==> src/rtl/syn_seg_display.sv <==
// Eight-digit multiplexed 7-segment driver for CPU debug values. Latches the
// selected source once per frame and blinks the whole display after a halt.
module syn_seg_display #(
    parameter int SCAN_DIV     = 100000,
    parameter int BLINK_FRAMES = 32
) (
    input  logic        clk,
    input  logic        rst,
    input  logic        en,
    input  logic [1:0]  sel,
    input  logic [31:0] data_disp,
    input  logic [31:0] data_pc,
    input  logic [31:0] data_rf,
    input  logic [31:0] data_dm,
    input  logic        halted,
    input  logic        blank_lz,
    output logic [7:0]  seg,
    output logic [7:0]  an,
    output logic        frame_tick
);

    localparam int DIV_W = (SCAN_DIV > 1) ? $clog2(SCAN_DIV) : 1;
    localparam logic [DIV_W-1:0] DIV_LAST = DIV_W'(SCAN_DIV - 1);
    localparam int FRM_W = (BLINK_FRAMES > 1) ? $clog2(BLINK_FRAMES) : 1;
    localparam logic [FRM_W-1:0] FRM_LAST = FRM_W'(BLINK_FRAMES - 1);

    logic [DIV_W-1:0] div_reg, div_next;
    logic [2:0]       digit_reg, digit_next;
    logic [31:0]      shadow_reg, shadow_next;
    logic             halt_latch_reg, halt_latch_next;
    logic             blink_on_reg, blink_on_next;
    logic [FRM_W-1:0] frm_cnt_reg, frm_cnt_next;
    logic [7:0]       an_reg, an_next;
    logic [7:0]       seg_reg, seg_next;
    logic             frame_tick_reg, frame_tick_next;

    logic        slot_adv;
    logic        frame_wrap;
    logic [31:0] src_sel;
    logic [3:0]  nibble;
    logic [6:0]  hex7;
    logic [7:0]  lz_blank;
    logic [7:0]  an_onehot;
    logic        digit_dark;

    function automatic logic [6:0] hex_seg(input logic [3:0] nib);
        logic [6:0] s;
        case (nib)
            4'h0: s = 7'h40;
            4'h1: s = 7'h79;
            4'h2: s = 7'h24;
            4'h3: s = 7'h30;
            4'h4: s = 7'h19;
            4'h5: s = 7'h12;
            4'h6: s = 7'h02;
            4'h7: s = 7'h78;
            4'h8: s = 7'h00;
            4'h9: s = 7'h10;
            4'hA: s = 7'h08;
            4'hB: s = 7'h03;
            4'hC: s = 7'h46;
            4'hD: s = 7'h21;
            4'hE: s = 7'h06;
            default: s = 7'h0E;
        endcase
        return s;
    endfunction

    assign slot_adv   = en && (div_reg == DIV_LAST);
    assign frame_wrap = slot_adv && (digit_reg == 3'd7);

    always_comb begin
        case (sel)
            2'd0:    src_sel = data_disp;
            2'd1:    src_sel = data_pc;
            2'd2:    src_sel = data_rf;
            default: src_sel = data_dm;
        endcase
    end

    // A digit is a leading zero when it and every more significant nibble are zero.
    assign lz_blank[0] = 1'b0;
    generate
        for (genvar gi = 1; gi < 8; gi++) begin : g_lz
            assign lz_blank[gi] = (shadow_reg[31:4*gi] == '0);
        end
        for (genvar gi = 0; gi < 8; gi++) begin : g_an
            assign an_onehot[gi] = (digit_reg != 3'(gi));
        end
    endgenerate

    assign nibble     = shadow_reg[{digit_reg, 2'b00} +: 4];
    assign hex7       = hex_seg(nibble);
    assign digit_dark = !blink_on_reg || (blank_lz && lz_blank[digit_reg]);

    always_comb begin
        div_next        = div_reg;
        digit_next      = digit_reg;
        shadow_next     = shadow_reg;
        halt_latch_next = halt_latch_reg;
        blink_on_next   = blink_on_reg;
        frm_cnt_next    = frm_cnt_reg;
        frame_tick_next = frame_wrap;

        if (en) begin
            div_next = slot_adv ? '0 : div_reg + DIV_W'(1);
        end
        if (slot_adv) begin
            digit_next = digit_reg + 3'd1;
        end
        if (frame_wrap) begin
            shadow_next     = src_sel;
            halt_latch_next = halt_latch_reg | halted;
        end
        // Blinking only starts counting frames once the halt was already latched.
        if (frame_wrap && halt_latch_reg) begin
            if (frm_cnt_reg == FRM_LAST) begin
                frm_cnt_next  = '0;
                blink_on_next = !blink_on_reg;
            end else begin
                frm_cnt_next = frm_cnt_reg + FRM_W'(1);
            end
        end

        an_next  = digit_dark ? 8'hFF : an_onehot;
        seg_next = {!(halt_latch_reg && (digit_reg == 3'd0)), hex7};
    end

    always_ff @(posedge clk) begin
        if (rst) begin
            div_reg        <= '0;
            digit_reg      <= 3'd0;
            shadow_reg     <= 32'd0;
            halt_latch_reg <= 1'b0;
            blink_on_reg   <= 1'b1;
            frm_cnt_reg    <= '0;
            an_reg         <= 8'hFE;
            seg_reg        <= 8'hC0;
            frame_tick_reg <= 1'b0;
        end else begin
            div_reg        <= div_next;
            digit_reg      <= digit_next;
            shadow_reg     <= shadow_next;
            halt_latch_reg <= halt_latch_next;
            blink_on_reg   <= blink_on_next;
            frm_cnt_reg    <= frm_cnt_next;
            frame_tick_reg <= frame_tick_next;
            if (en) begin
                an_reg  <= an_next;
                seg_reg <= seg_next;
            end
        end
    end

    assign an         = an_reg;
    assign seg        = seg_reg;
    assign frame_tick = frame_tick_reg;

endmodule

==> config.mk <==
export PLATFORM = sky130hd
export DESIGN_NAME = syn_seg_display
export DESIGN_NICKNAME = d
export VERILOG_FILES = /design/src/rtl/syn_seg_display.sv
export SDC_FILE = /design/constraint.sdc
export NUM_CORES = 1
export LEC_CHECK = 0
export ABC_AREA = 1
export CORE_UTILIZATION = 43
export CTS_CLUSTER_DIAMETER = 40
export DETAILED_ROUTE_END_ITERATION = 6
export HOLD_SLACK_MARGIN = 0.03
export PLACE_DENSITY = 0.84
export SLEW_MARGIN = 20
export SYNTH_ARGS = -nofsm -noshare
export SYNTH_HDL_FRONTEND = slang
export SYNTH_SLANG_ARGS = --single-unit
==> constraint.sdc <==
create_clock -name clk -period 2.5 [get_ports clk]
set_input_delay 0.25 -clock clk [delete_from_list [all_inputs] [get_ports clk]]
set_output_delay 0.25 -clock clk [all_outputs]
set_load 0.02 [all_outputs]
### Word level (Yosys, flattened, before mapping)

Memory sizes are Yosys's and may differ from the RTL's. A register that Yosys moved wholly into a read port is not among the register bits.
Cells that the tools add are included.

| word-level totals | value |
|---|---|
| RAM bits | 0 |
| output and inout bits | 17 |
| ROM bits | 112 |
| bits of input ports | 135 |
| bits in registers | 76 |
| memories | 1 |
| logic and storage cells | 53 |
| bits in latches | 0 |

| operators by class | value |
|---|---|
| bitwise gates (word level) | 1 |
| magnitude comparators | 1 |
| equality and inequality tests | 12 |
| reduce and logical (&&, ||, !) cells | 19 |
| div/mod/pow operators | 0 |
| add/sub/neg operators | 3 |
| mux-type cells | 6 |
| multipliers | 0 |
| shift-type cells | 1 |

Memories:

| name | words | width | rd ports | clocked after Yosys merged registers in | write ports | RTL line | source |
|---|---|---|---|---|---|---|---|
| (name not given) | 16 | 7 | 1 | 1 | 0 | 48 | `case (nib)` |

Operators with widths:

| cell | count |
|---|---|
| $pmux W32 S3 | 1 |
| $shiftx A32 B6 Y4 | 1 |
| $logic_not A28 Y1 | 1 |
| $logic_not A24 Y1 | 1 |
| $logic_not A20 Y1 | 1 |
| $add A17 B1 Y17 const B | 1 |
| $eq A17 B17 Y1 const B | 1 |
| $mux W17 | 1 |
| $logic_not A16 Y1 | 1 |
| $logic_not A12 Y1 | 1 |
| $ne A3 B3 Y1 const B | 4 |
| $logic_not A8 Y1 | 1 |
| $mux W8 | 1 |
| $ne A3 B2 Y1 const B | 2 |
| $add A5 B1 Y5 const B | 1 |
| $eq A5 B5 Y1 const B | 1 |
| $logic_and A1 B1 Y1 | 5 |
| $mux W5 | 1 |
| $logic_not A4 Y1 | 1 |
| $lt A3 B4 Y1 const B | 1 |
| $add A3 B1 Y3 const B | 1 |
| $bmux W1 S3 | 1 |
| $eq A3 B3 Y1 const B | 1 |
| $logic_not A3 Y1 | 1 |
| other kinds (10) | 11 |

### Depth between registers and ports, before layout

Gate-level depths: netlist of the first run.

| logic depth | value |
|---|---|
| word-level depth | 6 |
| depth in mapped cells | 16 |
| mapped depth without buffers | 14 |

### Least setup slack after synthesis of the first run

OpenSTA, ideal clock, no wires.

| timing path | value |
|---|---|
| path type | reg-to-reg |
| start | reg digit_reg[0] |
| end | reg seg_reg[3], in the netlist seg[3] |
| setup slack | 0.723 ns |
| library setup time | 0.109 ns |
| arrival | 1.669 ns |
| stages on the path, launching flop included | 15 |
| data required time | 2.391 ns |
| buffers on the path | 2 |
| period minus slack after synthesis | 1.777 ns |
| cells stage by stage | dfxtp_1 -> buf_6 -> buf_2 -> nand2_1 -> o211ai_1 -> nand3_1 -> nand2_1 -> inv_1 -> ha_1 -> nand3_1 -> nand2_1 -> nand2_1 -> nand3_1 -> nand2_1 -> inv_1 |

| on the way | value |
|---|---|
| cells in the longest elaborated chain, start to end | 1 |

RTL lines:

| item | RTL line | source |
|---|---|---|
| start, declared | 28 | `logic [2:0] digit_reg, digit_next;` |
| start signal, assigned | 142 | `digit_reg <= digit_next;` |
| $shiftx A32 B6 Y4 | 92 | `assign nibble = shadow_reg[{digit_reg, 2'b00} +: 4];` |
| end, declared | 34 | `logic [7:0] seg_reg, seg_next;` |

No other way between the ends.
A chain may end at the register's enable or synchronous reset.

### Worst setup path in the final report of the first run

| timing path | value |
|---|---|
| start | reg digit_reg[0] |
| end | reg shadow_reg[0] |

| on the way | value |
|---|---|
| cells in the longest elaborated chain, start to end | 2 |

RTL lines:

| item | RTL line | source |
|---|---|---|
| $eq A3 B3 Y1 | 70 | `assign frame_wrap = slot_adv && (digit_reg == 3'd7);` |
| $logic_and A1 B1 Y1 | 70 |  |
| end signal, assigned | 143 | `shadow_reg <= shadow_next;` |
| end, declared | 29 | `logic [31:0] shadow_reg, shadow_next;` |

No other way between the ends.

==> results_dict.tcl, run 1 <==
set metrics [dict create \
    synth.most_common_cell "nand2_1" \
    die_w_um 110 \
    ys_ff_latch 76 \
    setup_tns_ps 0 \
    yosys_warnings 0 \
    grt_max_degree 46 \
    crit_required_ps 2760 \
    cts_root_buf "clkbuf_16" \
    p_per_area_nw_per_um2 455 \
    ys_types 35 \
    antenna_found_initial 1 \
    netlist_area_um2 5060 \
    async_flop_share_pct 0 \
    cts_tree "built" \
    drt_iter0_drc 341 \
    die_h_um 110 \
    largest_reg_flops 32 \
    drc_errors 0 \
    synthSimpleGateAreaFrac_pct 37.1 \
    clk_pin_slew_ps 60 \
    worstReg2RegStart "digit_reg[0]" \
    fin_skew_ps 4.90 \
    r2r_end "shadow_reg[0]" \
    critPathBufInv 2 \
    routedWlPerCell_um 14.2 \
    maxSlewViolCount 0 \
    max_cap_viol_count 0 \
    drt_pass1_iterations 5 \
    clkLatencyLatePin_ps 340 \
    r2r.worst_path.cells 7 \
    critPathMaxStageDelay_ps 450 \
    status "completed" \
    synth_common_cells "nand2_1, nand3_1, nor2_1" \
    wl_um 15000 \
    peakVddDrop_mv 0.391 \
    fmax_ghz 0.489 \
    numCtsBuffers 9 \
    syn-num-nets 928 \
    grt_pass1_vias 5268 \
    nNetsFinal 1061 \
    synth_top_family_by_area "simple AND/OR/NAND/NOR gates" \
    synthMuxAreaShare_pct 0 \
    dpl_cell_area_um2 6650 \
    synth_top_area_share_pct 30.1 \
    critPathTopFamily "adder cells" \
    core-area_um2 11400 \
    start_util_pct 44.3 \
    critPathLaunchType "flip-flop" \
    final_antenna_net_count 0 \
    setup.worst_path.start "digit_reg[0]" \
    die-area_um2 12200 \
    ys_seq_area_share_pct 30.1 \
    placementRows 39 \
    fill_cells 1069 \
    clock_sinks 76 \
    ios 152 \
    synthFlopType "dfxtp_1" \
    vias_per_cell 5.31 \
    cts_resized 0 \
    setup_viol_count_final 0 \
    hpwl_um 11700 \
    cts_max_level 3 \
    path_cells "buf_4 -> ha_1 -> ha_1 -> inv_1 -> nor2_4 -> nand2_4 -> o21ai_0" \
    synth_edf_count 0 \
    hp-class "reg2reg" \
    r2r_slack_ps 460 \
    synth_compound_area_share_pct 17.5 \
    finalPower_mw 3.18 \
    synthCells 778 \
    finalCriticalPeriod_ps 2040 \
    met1_usage_pct 30.2 \
    drive_gt1_share_pct 10.6 \
    crit_end "shadow_reg[0]" \
    ys_top_cells_by_area "dfxtp_1, nand3_1, nand2_1" \
    rsz0062_at_grt "false" \
    overflow 0 \
    critical_path_arrival_ps 2310 \
    grt_use_met3_pct 5.10 \
    cts_hold_buffers 0 \
    max_slew_margin_pct 70.0 \
    io_buffers 151 \
    cts_setup_buffers 0 \
    yosysTopAreaCell "dfxtp_1" \
    cpMaxStageDelayCell "dfxtp_1" \
    place.gp.congestion 0.902 \
    cts_buffer_depth 2 \
    busiest_layer "met2" \
    synth_xor_area_share_pct 0.866 \
    synth.avg_cell_area_um2 6.50 \
    cp.depth 7 \
    leakagePower_nw 2.88 \
    syn_to_final_growth_pct 38.0 \
    critPathCaptureType "flip-flop" \
    grtUsageTotal_pct 24.6 \
    grt_pass1_wl_um 24700 \
    final_area_um2 6980 \
    route.vias.total 5632 \
    synth_fa_ha_area_share_pct 3.71 \
    hold_violations 0 \
    critical_path_class "reg2reg" \
    grt_util_met2_pct 41.3 \
    critPathMaxFanout 32 \
    finalCritPeriodShare_pct 81.8 \
    tightest_slew_ps 451 \
    crit_top_cell "ha_1" \
]
==> where the power goes <==
part / internal, mW / switching (mW) / leakage (nW)
Clock: 0.909 / 0.526 / 0.160
Combinational: 0.292 / 0.215 / 2.10
Sequential: 1.23 / 0.00960 / 0.615
Total: 2.43 / 0.751 / 2.88
==> how the worst min path moves through the flow <==
stage | from | slack [ps] | end | depth (start not counted)
after floorplan | rst | 340 | frame_tick | 1
after global placement | an[4] | 450 | an[4] | 2
after detailed placement | an[4] | 460 | an[4] | 2
after CTS | an[4] | 470 | an[4] | 2
after global routing | shadow_reg[27] | 500 | shadow_reg[27] | 2
final | an[4] | 470 | an[4] | 2
==> worst reg2reg max path: stages (launching register included) <==
cell	delay [ps]
dfxtp_1	450
buf_4	210
ha_1	180
ha_1	310
inv_1	130
nor2_4	170
nand2_4	260
o21ai_0	260
==> layout make-up <==
type	count	area, um^2	area share (%)
Inverter	84	315	4.52
Clock inverter	6	93.8	1.34
Timing Repair Buffer	168	1640	23.5
Sequential cell	76	1520	21.8
Tap cell	143	179	2.56
Clock buffer	10	239	3.42
Antenna cell	1	2.50	0.0358
Multi-Input combinational cell	572	2990	42.8
==> layer usage <==
metal,vias up,wire [um]
met5,-,0
met4,0,378
met3,23,914
met2,197,7160
met1,2546,6570
li1,2866,-
==> cell families (layout without fill, tap and decap cells) <==
family / Yosys count / count (layout)
adders and majority gates: 15 / 15
DFF: 76 / 76
other: 0 / 1
AOI/OAI and AO/OA: 143 / 143
xor gates and xnor gates: 5 / 5
and+or+nand+nor: 409 / 409
buffers and inverters: 130 / 268
==> cell usage in the layout (no fill, tap or decap), types with 4 or more instances in the layout <==
master	netlist	layout
nand3_2	5	5
nand3_1	138	138
o21ai_2	17	17
inv_2	6	6
buf_4	2	17
o21ai_1	15	15
clkdlybuf4s50_1	0	151
nor2_4	4	4
nor2_1	80	80
inv_1	75	75
dfxtp_1	76	76
o22ai_1	12	12
xor2_1	4	4
clkbuf_16	0	9
a21oi_1	20	20
ha_1	15	15
o21ai_0	52	52
nor3_1	12	12
a31o_2	20	20
nand2_1	144	144
nand4_1	9	9
nand2_2	6	6
==> per-stage QoR <==
stage                     worst slack [ps]  hold WS, ps  instances  utilization, %
final                                  456          466       1060            61.1
after global routing                   265          497       1060            61.1
after CTS                              442          474       1059            61.1
after detailed placement               393          458       1043            58.2
after global placement                 408          452       1043            58.2
after floorplan                        723          341        778               -
No activity file was read; power rests on OpenSTA's default activity.
==> run 2, diff against run 1 <==
--- a/config.mk
+++ b/config.mk
@@ -10,7 +10,7 @@
 export CTS_CLUSTER_DIAMETER = 40
 export DETAILED_ROUTE_END_ITERATION = 6
 export HOLD_SLACK_MARGIN = 0.03
-export PLACE_DENSITY = 0.84
+export PLACE_DENSITY = 0.87
 export SLEW_MARGIN = 20
 export SYNTH_ARGS = -nofsm -noshare
 export SYNTH_HDL_FRONTEND = slang
==> constraint.sdc (replaced) <==
create_clock -name clk -period 1.8 [get_ports clk]
set_input_delay 0.18 -clock clk [delete_from_list [all_inputs] [get_ports clk]]
set_output_delay 0.18 -clock clk [all_outputs]
set_load 0.02 [all_outputs]
==> run 2 against run 1 <==
Maximum frequency rose by 15%. Final cell count rose by 3.3%. Register-to-register slack got worse by 430 ps. Setup slack got worse by 430 ps. First-iteration DRC count rose by 83%. Clock-buffer cell count rose by 2. Combinational power rose by 46%. Non-clock buffer count rose by 36. Clock skew rose by 4.9 ps. Hold slack got worse by 48 ps. Clock power rose by 34%. Critical path type unchanged.
==> results_dict.tcl, run 2 (synthesis gave the netlist of run 1 again) <==
set metrics [dict create \
    status "completed" \
    critical_path_arrival_ps 2020 \
    largest_reg_flops 32 \
    cts_hold_buffers 0 \
    path_cells "bufbuf_16 -> nand2_1 -> a21boi_0 -> nor2_1 -> nand2_1 -> nand3_1 -> nand2_1 -> nand2_1" \
    p_int_mw 3.33 \
    hpwl_um 12200 \
    antenna_found_initial 0 \
    tightest_slew_ps 429 \
    final_area_um2 7470 \
    io_buffers 151 \
    clkLatencyLatePin_ps 340 \
    critPathLaunchType "flip-flop" \
    numCtsBuffers 9 \
    vias_per_cell 5.45 \
    p_per_area_nw_per_um2 587 \
    crit_required_ps 2040 \
    core-area_um2 11400 \
    wl_um 16500 \
    fin_hold_ws_ps 418 \
    drt_iter0_drc 624 \
    drive_gt1_share_pct 17.0 \
    finalCriticalPeriod_ps 1780 \
    critPathBufInv 1 \
    cts_max_level 3 \
    rsz0062_at_grt "true" \
    final_common_cell "clkdlybuf4s50_1" \
    dpl_cell_area_um2 6890 \
    setup_viol_count_final 0 \
    place.gp.congestion 0.934 \
    critPathMaxStageDelay_ps 360 \
    overflow 0 \
    hold_violations 0 \
    diodes 0 \
    max_slew_margin_pct 71.1 \
    die_h_um 110 \
    critical_path_class "reg2reg" \
    leakagePower_nw 3.10 \
    finalCritPeriodShare_pct 98.6 \
    peakVddDrop_mv 0.687 \
    fmax_ghz 0.563 \
    fill_cells 932 \
    critPathMaxFanout 13 \
    syn_to_final_growth_pct 47.7 \
    maxSlewViolCount 0 \
    final_cell_mix "clkdlybuf4s50_1, nand2_1, nand3_1, nor2_1" \
    grt_pass1_wl_um 25900 \
    fin_skew_ps 9.79 \
    p_seq_share_pct 39.2 \
    hp-class "in2reg" \
    die_w_um 110 \
    cts_root_buf "clkbuf_16" \
    max_cap_viol_count 0 \
    critPathCaptureType "flip-flop" \
    crit_top_cell "nand2_1" \
    final_antenna_net_count 0 \
    route.vias.total 5970 \
    cts_tree "built" \
    grtUsageTotal_pct 25.8 \
    routedWlPerCell_um 15.1 \
    drc_errors 0 \
    start_util_pct 44.3 \
    critPathTopFamily "simple AND/OR/NAND/NOR gates" \
    drt_pass1_iterations 6 \
    nNetsFinal 1097 \
    grt_pass1_vias 5543 \
    clock_sinks 76 \
    cts_buffer_depth 2 \
    die-area_um2 12200 \
    combPwrFrac_pct 16.9 \
    ios 152 \
    cpMaxStageDelayCell "dfxtp_4" \
    grt_max_degree 36 \
    placementRows 39 \
    p_clk_share_pct 43.9 \
    final_util_pct 65.4 \
    p_sw_share_pct 24.1 \
    clk_pin_slew_ps 60 \
    switchingPower_mw 1.06 \
]
run 2: per-layer routing:
metal	routed length [um]	GRT usage, %	vias up	share of wire, %
met5	0	0	-	0
met4	506	10.0	0	3.1
met3	1190	5.60	39	7.2
met2	8210	45.4	262	50
met1	6630	30.4	2729	40
li1	-	-	2940	-
run 2: repair_timing:
| action | CTS | global route |
|---|---|---|
| resized for setup | 5 | 39 |
| pin swaps | 0 | 15 |
| setup buffers | 0 | 6 |
| cloned | 1 | 1 |
| endpoints found under the setup margin | 25 | 44 |
run 2: worst min-delay path, stage by stage:
cell	delay [ps]
clkdlybuf4s50_1	400
nand2_1	60
o21ai_0	60
run 2: power groups by stage:
stage          Combinational, mW  Clock [mW]  Sequential [mW]
6_report                   0.739        1.93             1.72
5_1_grt                    0.795        2.01             1.72
4_1_cts                    0.729        1.92             1.72
3_5_place_dp               0.725           0             1.75
3_3_place_gp               0.721           0             1.75
2_1_floorplan              0.273           0             1.77
run 2: final timing paths:
kind / from / endpoint / slack, ps / cells after the start
worst max-delay path: digit_reg[0] / an[3] / 20 / 8
worst min-delay path: halted / halt_latch_reg / 420 / 3
worst max register to register: digit_reg[0] / an[3] / 20 / 8
worst min register to register: an[5] / an[5] / 470 / 2
run 2: area by class of cell:
| type | count | area [um^2] | area share, % |
|---|---|---|---|
| clock buffer | 12 | 267 | 3.57 |
| inverter | 84 | 315 | 4.22 |
| tap | 143 | 179 | 2.39 |
| sequential | 76 | 1540 | 20.5 |
| multi-input combinational | 572 | 3120 | 41.8 |
| timing repair buffer | 204 | 2000 | 26.7 |
| clock inverter | 4 | 55.1 | 0.737 |
run 2: per-stage QoR:
stage / setup WS, ps / TNS [ps] / instances / power [mW]
2_1_floorplan: 22.5 / 0 / 778 / 2.04
3_3_place_gp: -23.8 / -23.9 / 1071 / 2.47
3_5_place_dp: -58.2 / -199 / 1071 / 2.48
4_1_cts: 5.57 / 0 / 1088 / 4.37
5_1_grt: -63.0 / -388 / 1095 / 4.53
6_report: 24.6 / 0 / 1095 / 4.38
